`src/rtl/bfn_pkg.sv`:
```
// bfn_pkg: shared constants, types and the saturating weight-update
// helper for the bias-free perceptron training sequencer.
package bfn_pkg;

   localparam int NUM_W    = 16;
   localparam int W_BITS   = 3;
   localparam int IDX_BITS = 10;
   localparam int SUM_BITS = 7;

   typedef logic signed [W_BITS-1:0]   weight_t;
   typedef logic signed [SUM_BITS-1:0] sum_t;

   typedef logic [NUM_W*IDX_BITS-1:0] idx_vec_t;
   typedef logic [NUM_W*W_BITS-1:0]   w_vec_t;
   typedef logic [NUM_W-1:0]          hist_t;

   typedef struct packed {
      idx_vec_t index;
      w_vec_t   weights;
      hist_t    hist;
      sum_t     sum;
   } pred_entry_t;

   typedef enum logic [1:0] {
      ST_IDLE,
      ST_EVAL,
      ST_WRITE
   } state_t;

   localparam weight_t W_MAX = 3'b011;
   localparam weight_t W_MIN = 3'b100;

   // Agreeing history bit strengthens the weight toward the outcome.
   function automatic w_vec_t train_weights(
      input w_vec_t w,
      input hist_t  h,
      input logic   t
   );
      w_vec_t  res;
      weight_t wi;
      res = '0;
      for (int i = 0; i < NUM_W; i++) begin
         wi = w[i*W_BITS +: W_BITS];
         if (h[i] == t) begin
            if (wi != W_MAX) begin
               wi = wi + 3'sd1;
            end
         end else begin
            if (wi != W_MIN) begin
               wi = wi - 3'sd1;
            end
         end
         res[i*W_BITS +: W_BITS] = wi;
      end
      return res;
   endfunction

endpackage

```
`src/rtl/bfn_inflight_fifo.sv`:
```
// bfn_inflight_fifo: circular buffer of in-flight predictions with
// flush, occupancy and full/empty flags.
module bfn_inflight_fifo
   import bfn_pkg::*;
#(
   parameter int DEPTH = 4,
   localparam int AW = $clog2(DEPTH)
) (
   input  logic        clk,
   input  logic        rst,
   input  logic        i_push,
   input  logic        i_pop,
   input  logic        i_flush,
   input  pred_entry_t i_data,
   output pred_entry_t o_data,
   output logic        o_full,
   output logic        o_empty,
   output logic [AW:0] o_occupancy
);

   pred_entry_t r_mem [DEPTH];

   logic [AW-1:0] r_wr_ptr;
   logic [AW-1:0] r_rd_ptr;
   logic [AW:0]   r_count;

   logic w_do_push;
   logic w_do_pop;

   assign o_full  = (r_count == (AW+1)'(DEPTH));
   assign o_empty = (r_count == '0);

   assign w_do_push = i_push && !o_full && !i_flush;
   assign w_do_pop  = i_pop && !o_empty && !i_flush;

   assign o_data      = r_mem[r_rd_ptr];
   assign o_occupancy = r_count;

   always_ff @(posedge clk) begin
      if (w_do_push) begin
         r_mem[r_wr_ptr] <= i_data;
      end
   end

   // Pointers wrap naturally because DEPTH is a power of two.
   always_ff @(posedge clk or posedge rst) begin
      if (rst) begin
         r_wr_ptr <= '0;
         r_rd_ptr <= '0;
         r_count  <= '0;
      end else if (i_flush) begin
         r_wr_ptr <= '0;
         r_rd_ptr <= '0;
         r_count  <= '0;
      end else begin
         if (w_do_push) begin
            r_wr_ptr <= r_wr_ptr + AW'(1);
         end
         if (w_do_pop) begin
            r_rd_ptr <= r_rd_ptr + AW'(1);
         end
         if (w_do_push && !w_do_pop) begin
            r_count <= r_count + (AW+1)'(1);
         end else if (w_do_pop && !w_do_push) begin
            r_count <= r_count - (AW+1)'(1);
         end
      end
   end

endmodule

```
`src/rtl/bfn_train_ctrl.sv`:
```
// bfn_train_ctrl: buffers predictions, evaluates each resolution and
// drives one-cycle table updates. Optional macro: BFN_ADAPTIVE_THETA_EN.
module bfn_train_ctrl
   import bfn_pkg::*;
#(
   parameter int DEPTH = 4,
   parameter int THETA = 14
) (
   input  logic                     clk,
   input  logic                     rst,
   input  logic                     pred_valid,
   output logic                     pred_ready,
   input  logic [159:0]             pred_index,
   input  logic [47:0]              pred_weights,
   input  logic [15:0]              pred_hist,
   input  logic [6:0]               pred_sum,
   input  logic                     res_valid,
   output logic                     res_ready,
   input  logic                     res_taken,
   input  logic                     flush,
   output logic                     upd_en,
   output logic [159:0]             upd_index,
   output logic [47:0]              upd_weights,
   output logic                     upd_mispredict,
   output logic [$clog2(DEPTH):0]   occupancy,
   output logic [6:0]               theta_cur
);

   state_t      r_state;
   pred_entry_t r_entry;
   logic        r_taken;
   w_vec_t      r_new_w;
   logic        r_upd_en;
   idx_vec_t    r_upd_idx;
   w_vec_t      r_upd_w;
   logic        r_mis;

   pred_entry_t w_wr_entry;
   pred_entry_t w_head;
   logic        w_full;
   logic        w_empty;
   logic        w_push;
   logic        w_pop;
   logic [6:0]  w_theta;
   logic [7:0]  w_sum8;
   logic [7:0]  w_abs;
   logic        w_pred_t;
   logic        w_mis;
   logic        w_train;
   w_vec_t      w_new_w;

   assign w_wr_entry.index   = pred_index;
   assign w_wr_entry.weights = pred_weights;
   assign w_wr_entry.hist    = pred_hist;
   assign w_wr_entry.sum     = pred_sum;

   assign pred_ready = !w_full && !flush;
   assign res_ready  = (r_state == ST_IDLE)
                     && !w_empty && !flush;

   assign w_push = pred_valid && pred_ready;
   assign w_pop  = res_valid && res_ready;

   bfn_inflight_fifo #(
      .DEPTH (DEPTH)
   ) u_fifo (
      .clk         (clk),
      .rst         (rst),
      .i_push      (w_push),
      .i_pop       (w_pop),
      .i_flush     (flush),
      .i_data      (w_wr_entry),
      .o_data      (w_head),
      .o_full      (w_full),
      .o_empty     (w_empty),
      .o_occupancy (occupancy)
   );

   // Widen to 8 bits so the most negative sum has a representable magnitude.
   assign w_sum8 = {r_entry.sum[SUM_BITS-1], r_entry.sum};
   assign w_abs  = w_sum8[7] ? (8'd0 - w_sum8) : w_sum8;

   assign w_pred_t = !r_entry.sum[SUM_BITS-1];
   assign w_mis    = (w_pred_t != r_taken);
   assign w_train  = w_mis || (w_abs <= {1'b0, w_theta});
   assign w_new_w  = train_weights(r_entry.weights,
                                   r_entry.hist,
                                   r_taken);

   always_ff @(posedge clk or posedge rst) begin
      if (rst) begin
         r_state   <= ST_IDLE;
         r_entry   <= '0;
         r_taken   <= 1'b0;
         r_new_w   <= '0;
         r_upd_en  <= 1'b0;
         r_upd_idx <= '0;
         r_upd_w   <= '0;
         r_mis     <= 1'b0;
      end else begin
         r_upd_en <= 1'b0;
         r_mis    <= 1'b0;
         unique case (r_state)
            ST_IDLE: begin
               if (w_pop) begin
                  r_entry <= w_head;
                  r_taken <= res_taken;
                  r_state <= ST_EVAL;
               end
            end
            ST_EVAL: begin
               r_mis   <= w_mis;
               r_new_w <= w_new_w;
               r_state <= w_train ? ST_WRITE : ST_IDLE;
            end
            ST_WRITE: begin
               r_upd_en  <= 1'b1;
               r_upd_idx <= r_entry.index;
               r_upd_w   <= r_new_w;
               r_state   <= ST_IDLE;
            end
            default: begin
               r_state <= ST_IDLE;
            end
         endcase
      end
   end

`ifdef BFN_ADAPTIVE_THETA_EN
   logic signed [4:0] r_tc;
   logic [6:0]        r_theta;

   assign w_theta = r_theta;

   // The counter restarts whenever it reaches either end.
   always_ff @(posedge clk or posedge rst) begin
      if (rst) begin
         r_tc    <= '0;
         r_theta <= 7'(THETA);
      end else if (r_state == ST_EVAL) begin
         if (w_mis) begin
            if (r_tc == 5'sd14) begin
               r_tc <= '0;
               if (r_theta != 7'd63) begin
                  r_theta <= r_theta + 7'd1;
               end
            end else begin
               r_tc <= r_tc + 5'sd1;
            end
         end else if (w_train) begin
            if (r_tc == -5'sd15) begin
               r_tc <= '0;
               if (r_theta != 7'd0) begin
                  r_theta <= r_theta - 7'd1;
               end
            end else begin
               r_tc <= r_tc - 5'sd1;
            end
         end
      end
   end
`else
   assign w_theta = 7'(THETA);
`endif

   assign upd_en         = r_upd_en;
   assign upd_index      = r_upd_idx;
   assign upd_weights    = r_upd_w;
   assign upd_mispredict = r_mis;
   assign theta_cur      = w_theta;

endmodule

```
`config.mk`:
```
export PLATFORM = sky130hd
export DESIGN_NAME = bfn_train_ctrl
export DESIGN_NICKNAME = d
export VERILOG_FILES = /design/src/rtl/bfn_pkg.sv /design/src/rtl/bfn_inflight_fifo.sv /design/src/rtl/bfn_train_ctrl.sv
export SDC_FILE = /design/constraint.sdc
export NUM_CORES = 2
export LEC_CHECK = 0
export ABC_AREA = 1
export BUFFER_PORTS_ARGS = -buffer_cell sky130_fd_sc_hd__buf_2
export CAP_MARGIN = 40
export CORE_MARGIN = 2
export CORE_UTILIZATION = 45
export CTS_CLUSTER_DIAMETER = 30
export DETAILED_ROUTE_END_ITERATION = 16
export PLACE_DENSITY = 0.61
export SLEW_MARGIN = 30
export SYNTH_ARGS = -nofsm -noshare
export SYNTH_HDL_FRONTEND = slang
export SYNTH_HIERARCHICAL = 1
export SYNTH_SLANG_ARGS = --single-unit
```
`constraint.sdc`:
```
create_clock -name clk -period 24.9 [get_ports clk]
set_input_delay 1.245 -clock clk [delete_from_list [all_inputs] [get_ports clk]]
set_output_delay 1.245 -clock clk [all_outputs]
set_load 0.1 [all_outputs]
```
==> flow_summary.json <==
{
  "critical_path.max_fanout": 40,
  "hp-class": "primary input to asynchronous set/reset pin",
  "synth_cells": 4614,
  "drt_iter0_markers": 2909,
  "worstPathRequired_ns": 25.43,
  "ys_seq_elements": 1423,
  "grt_antenna_before_repair": 61,
  "r2r_slack_ns": 20.44,
  "core_area_sq_um": 122000,
  "num-nets-final": 5463,
  "global_route.usage.total_pct": 21.5,
  "timing.critical_path.arrival_ns": 4.99,
  "worst_path_dominant_cell_family": "buffers and inverters",
  "final.fill_count": 9956,
  "timing.rr.start": "u_fifo/o_occupancy[1]$_DFFE_PP0P_",
  "drt-pass1-iter-count": 5,
  "synth_ff_type": "sky130_fd_sc_hd__edfxtp_1",
  "critical-path-top-cell-by-count": "sky130_fd_sc_hd__buf_4",
  "leakagePower_uw": 0.0281,
  "gr-total-overflow": 0,
  "cts_setup_buffers": 0,
  "achievable-frequency_mhz": 224,
  "rows": 128,
  "initial_core_util_pct": 45.4,
  "final-hold-violation-count": 0,
  "postCtsResizedCells": 0,
  "synth.cell_area_sq_um": 55200,
  "drv_cap": 0,
  "syn_avg_cell_area_sq_um": 12.0,
  "drive_gt1_share_pct": 18.5,
  "synth_sequential_area_ratio_pct": 72.9,
  "final.setup.tns_ns": 0,
  "pwr_density_nw_per_um2": 138,
  "status": "finished, final reports clean",
  "peakVddDrop_v": 0.000137,
  "report.final.setup_viol": 0,
  "clk_pin_slew_ns": 0.05,
  "max-clock-path-buffers": 4,
  "critical_path.max_stage_delay_ns": 0.57,
  "synth_async_sr_flop_share_pct": 35.1,
  "highest_routing_layer_actually_used": "met5",
  "met2RoutedLength_mm": 65.4,
  "cts_tree": "done",
  "largest_net_degree_at_the_start_of_global_routing": 233,
  "critical_path_depth": 11,
  "grt_pass1_wl_mm": 208,
  "die_w_um": 354,
  "cts_hold_repair.buffers": 0,
  "cp_num_buf_inv": 6,
  "worst_slew_pin_slew_ns": 1.02,
  "port_buffers": 451,
  "drtAntennaViolNets": 0,
  "met3WireLength_mm": 9.78,
  "worst_slew_margin_rel_pct": 32.2,
  "viasPerCell": 5.11,
  "grt_pass1_vias": 35606,
  "design.portCount": 459,
  "final_period_minus_worst_setup_slack_ns": 4.46,
  "worstSkewPairLatency_ns": 0.89,
  "globalplace.congestion": 0.797,
  "drc": 0,
  "dp_hpwl_mm": 77.5,
  "final.setup_skew_ns": 0.0515,
  "m1WireLength_mm": 56.6,
  "worst-setup-path-type": "register to register",
  "area_of_the_die_sq_um": 126000,
  "post_synth_num_cell_types": 36,
  "avgRoutedWirePerCell_um": 19.3,
  "cp_cell_sequence": "nor2_1, nand2_1, inv_1, nor3b_1, nand3_1, nor2_4, buf_4, buf_12, buf_4, buf_4, buf_12",
  "min_period_over_period_pct": 17.9,
  "reg2regPathDepth": 11,
  "finish.utilization_pct": 56.6,
  "areaGrowthSynthToFinish_pct": 24.8,
  "synth_enable_flop_cells": 924,
  "detailroute.via_count": 35993,
  "clock_sink_count": 1423,
  "critical_path.reg2reg.endpoint": "u_fifo/r_mem[2][112]$_DFFE_PP_",
  "critPathLaunchType": "register",
  "rsz0062_at_grt": "false",
  "synth-warning-count": 6,
  "wl_mm": 136,
  "cts-buffers-inserted": 299,
  "final-max-slew-violation-count": 0,
  "critical_path.endpoint_type": "register",
  "worst_path_max_delay_cell": "sky130_fd_sc_hd__buf_4",
  "htreeDepth": 5,
  "cts_root_buffer": "sky130_fd_sc_hd__clkbuf_16",
  "die_height_um": 354
}
==> kinds of logic after synthesis <==
group                      count (synthesis)  synth area share, %
and+or+nand+nor                         1423                 9.77
DFF                                     1423                 72.9
AOI/OAI and AO/OA                       1131                 10.9
buffers and inverters                    526                 4.26
xor gates and xnor gates                  55                0.954
adders and majority gates                 54                 1.24
other                                      2               0.0136
==> registers in the layout, summed over array words and instances, names as in the netlist <==
| signal | cells |
|---|---|
| r_entry | 231 |
| u_fifo/r_mem | 924 |
| u_fifo/r_wr_ptr | 2 |
| r_new_w | 48 |
| upd_mispredict | 1 |
| upd_en | 1 |
| r_taken | 1 |
| r_state | 2 |
| u_fifo/o_occupancy | 3 |
| upd_index | 160 |
| upd_weights | 48 |
| u_fifo/r_rd_ptr | 2 |
==> through the flow <==
step | cells | area (sq um) | power, uW | setup WS [ns] | hold WS (ns)
3_3_place_gp | 6469 | 58600 | 5760 | 18.87 | 0.448
4_1_cts | 7008 | 68600 | 9570 | 20.38 | 0.309
3_5_place_dp | 6485 | 59000 | 5810 | 19.62 | 0.454
5_1_grt | 7034 | 68900 | 9950 | 20.11 | 0.358
6_report | 7041 | 68900 | 9490 | 20.44 | 0.374
2_1_floorplan | 4619 | 55200 | 5270 | 9.92 | 0.449
==> per-layer routing <==
metal / up-vias / track usage [%]
met2: 1044 / 35.1
met3: 296 / 6.28
met5: - / 0
met4: 52 / 7.99
li1: 17193 / -
met1: 17408 / 27.3
==> placed cells by master, fill, tap and decap left out, types with 14 or more instances in the layout <==
master	netlist	routed
sky130_fd_sc_hd__clkinv_1	0	22
sky130_fd_sc_hd__clkbuf_16	0	307
sky130_fd_sc_hd__clkbuf_8	0	25
sky130_fd_sc_hd__buf_2	79	451
sky130_fd_sc_hd__clkinv_4	0	14
sky130_fd_sc_hd__clkinv_2	0	45
sky130_fd_sc_hd__clkbuf_1	117	47
sky130_fd_sc_hd__ha_1	53	53
sky130_fd_sc_hd__o21ai_0	677	677
sky130_fd_sc_hd__bufinv_16	0	19
sky130_fd_sc_hd__inv_1	252	251
sky130_fd_sc_hd__o22ai_1	237	237
sky130_fd_sc_hd__nand3_1	14	14
sky130_fd_sc_hd__dfrtp_1	499	497
sky130_fd_sc_hd__buf_4	52	36
sky130_fd_sc_hd__buf_16	0	18
sky130_fd_sc_hd__nand2_1	873	873
sky130_fd_sc_hd__a31oi_1	18	18
sky130_fd_sc_hd__xnor2_1	20	20
sky130_fd_sc_hd__o211ai_1	14	14
sky130_fd_sc_hd__clkinvlp_4	0	29
sky130_fd_sc_hd__inv_6	0	14
sky130_fd_sc_hd__nor2_1	524	520
sky130_fd_sc_hd__diode_2	0	22
sky130_fd_sc_hd__a21oi_1	18	18
sky130_fd_sc_hd__xor2_1	29	29
sky130_fd_sc_hd__o21ai_1	164	164
sky130_fd_sc_hd__edfxtp_1	924	924
==> cells in the mapped netlist, drive strengths merged, types with 3 or more instances <==
cell | n | area [sq um]
a31oi | 18 | 113
nand2 | 875 | 3290
nand4 | 3 | 18.8
xor2 | 29 | 254
nand3 | 14 | 70.1
nor2 | 526 | 1980
edfxtp | 924 | 27700
buf | 141 | 891
inv | 258 | 971
o21ai | 841 | 4210
dfrtp | 499 | 12500
a21oi | 18 | 90.1
clkbuf | 127 | 489
o211ai | 14 | 105
o22ai | 237 | 1480
ha | 53 | 663
xnor2 | 26 | 273
==> where the power goes <==
group / total, uW / leakage, uW / internal (uW) / switching (uW)
Combinational: 2590 / 0.00893 / 558 / 2030
Clock: 3710 / 0.00463 / 2510 / 1210
Sequential: 3180 / 0.0146 / 2950 / 233
==> area by class of cell <==
| class | instances | area, sq um | share of cell area, % |
|---|---|---|---|
| diodes | 22 | 55.1 | 0.0799 |
| inverters | 258 | 1010 | 1.47 |
| flip-flops and latches | 1423 | 40200 | 58.4 |
| clock buffers | 379 | 8200 | 11.9 |
| well taps | 1625 | 2030 | 2.95 |
| repair buffers | 520 | 3310 | 4.80 |
| multi-input cells | 2670 | 12700 | 18.4 |
| clock inverters | 144 | 1370 | 1.98 |
==> worst max-delay path by stage <==
stage                                                  from                             end  slack [ns]
after global placement                                flush  u_fifo/r_mem[2][112]$_DFFE_PP_       18.87
after global routing      u_fifo/o_occupancy[1]$_DFFE_PP0P_  u_fifo/r_mem[2][112]$_DFFE_PP_       20.11
after floorplan                                         rst          r_entry[0]$_DFFE_PP0P_        9.92
after detailed placement                              flush  u_fifo/r_mem[2][112]$_DFFE_PP_       19.62
final                     u_fifo/o_occupancy[1]$_DFFE_PP0P_  u_fifo/r_mem[2][112]$_DFFE_PP_       20.44
after CTS                 u_fifo/o_occupancy[1]$_DFFE_PP0P_  u_fifo/r_mem[2][146]$_DFFE_PP_       20.38
No activity file was read; power rests on OpenSTA's default activity.
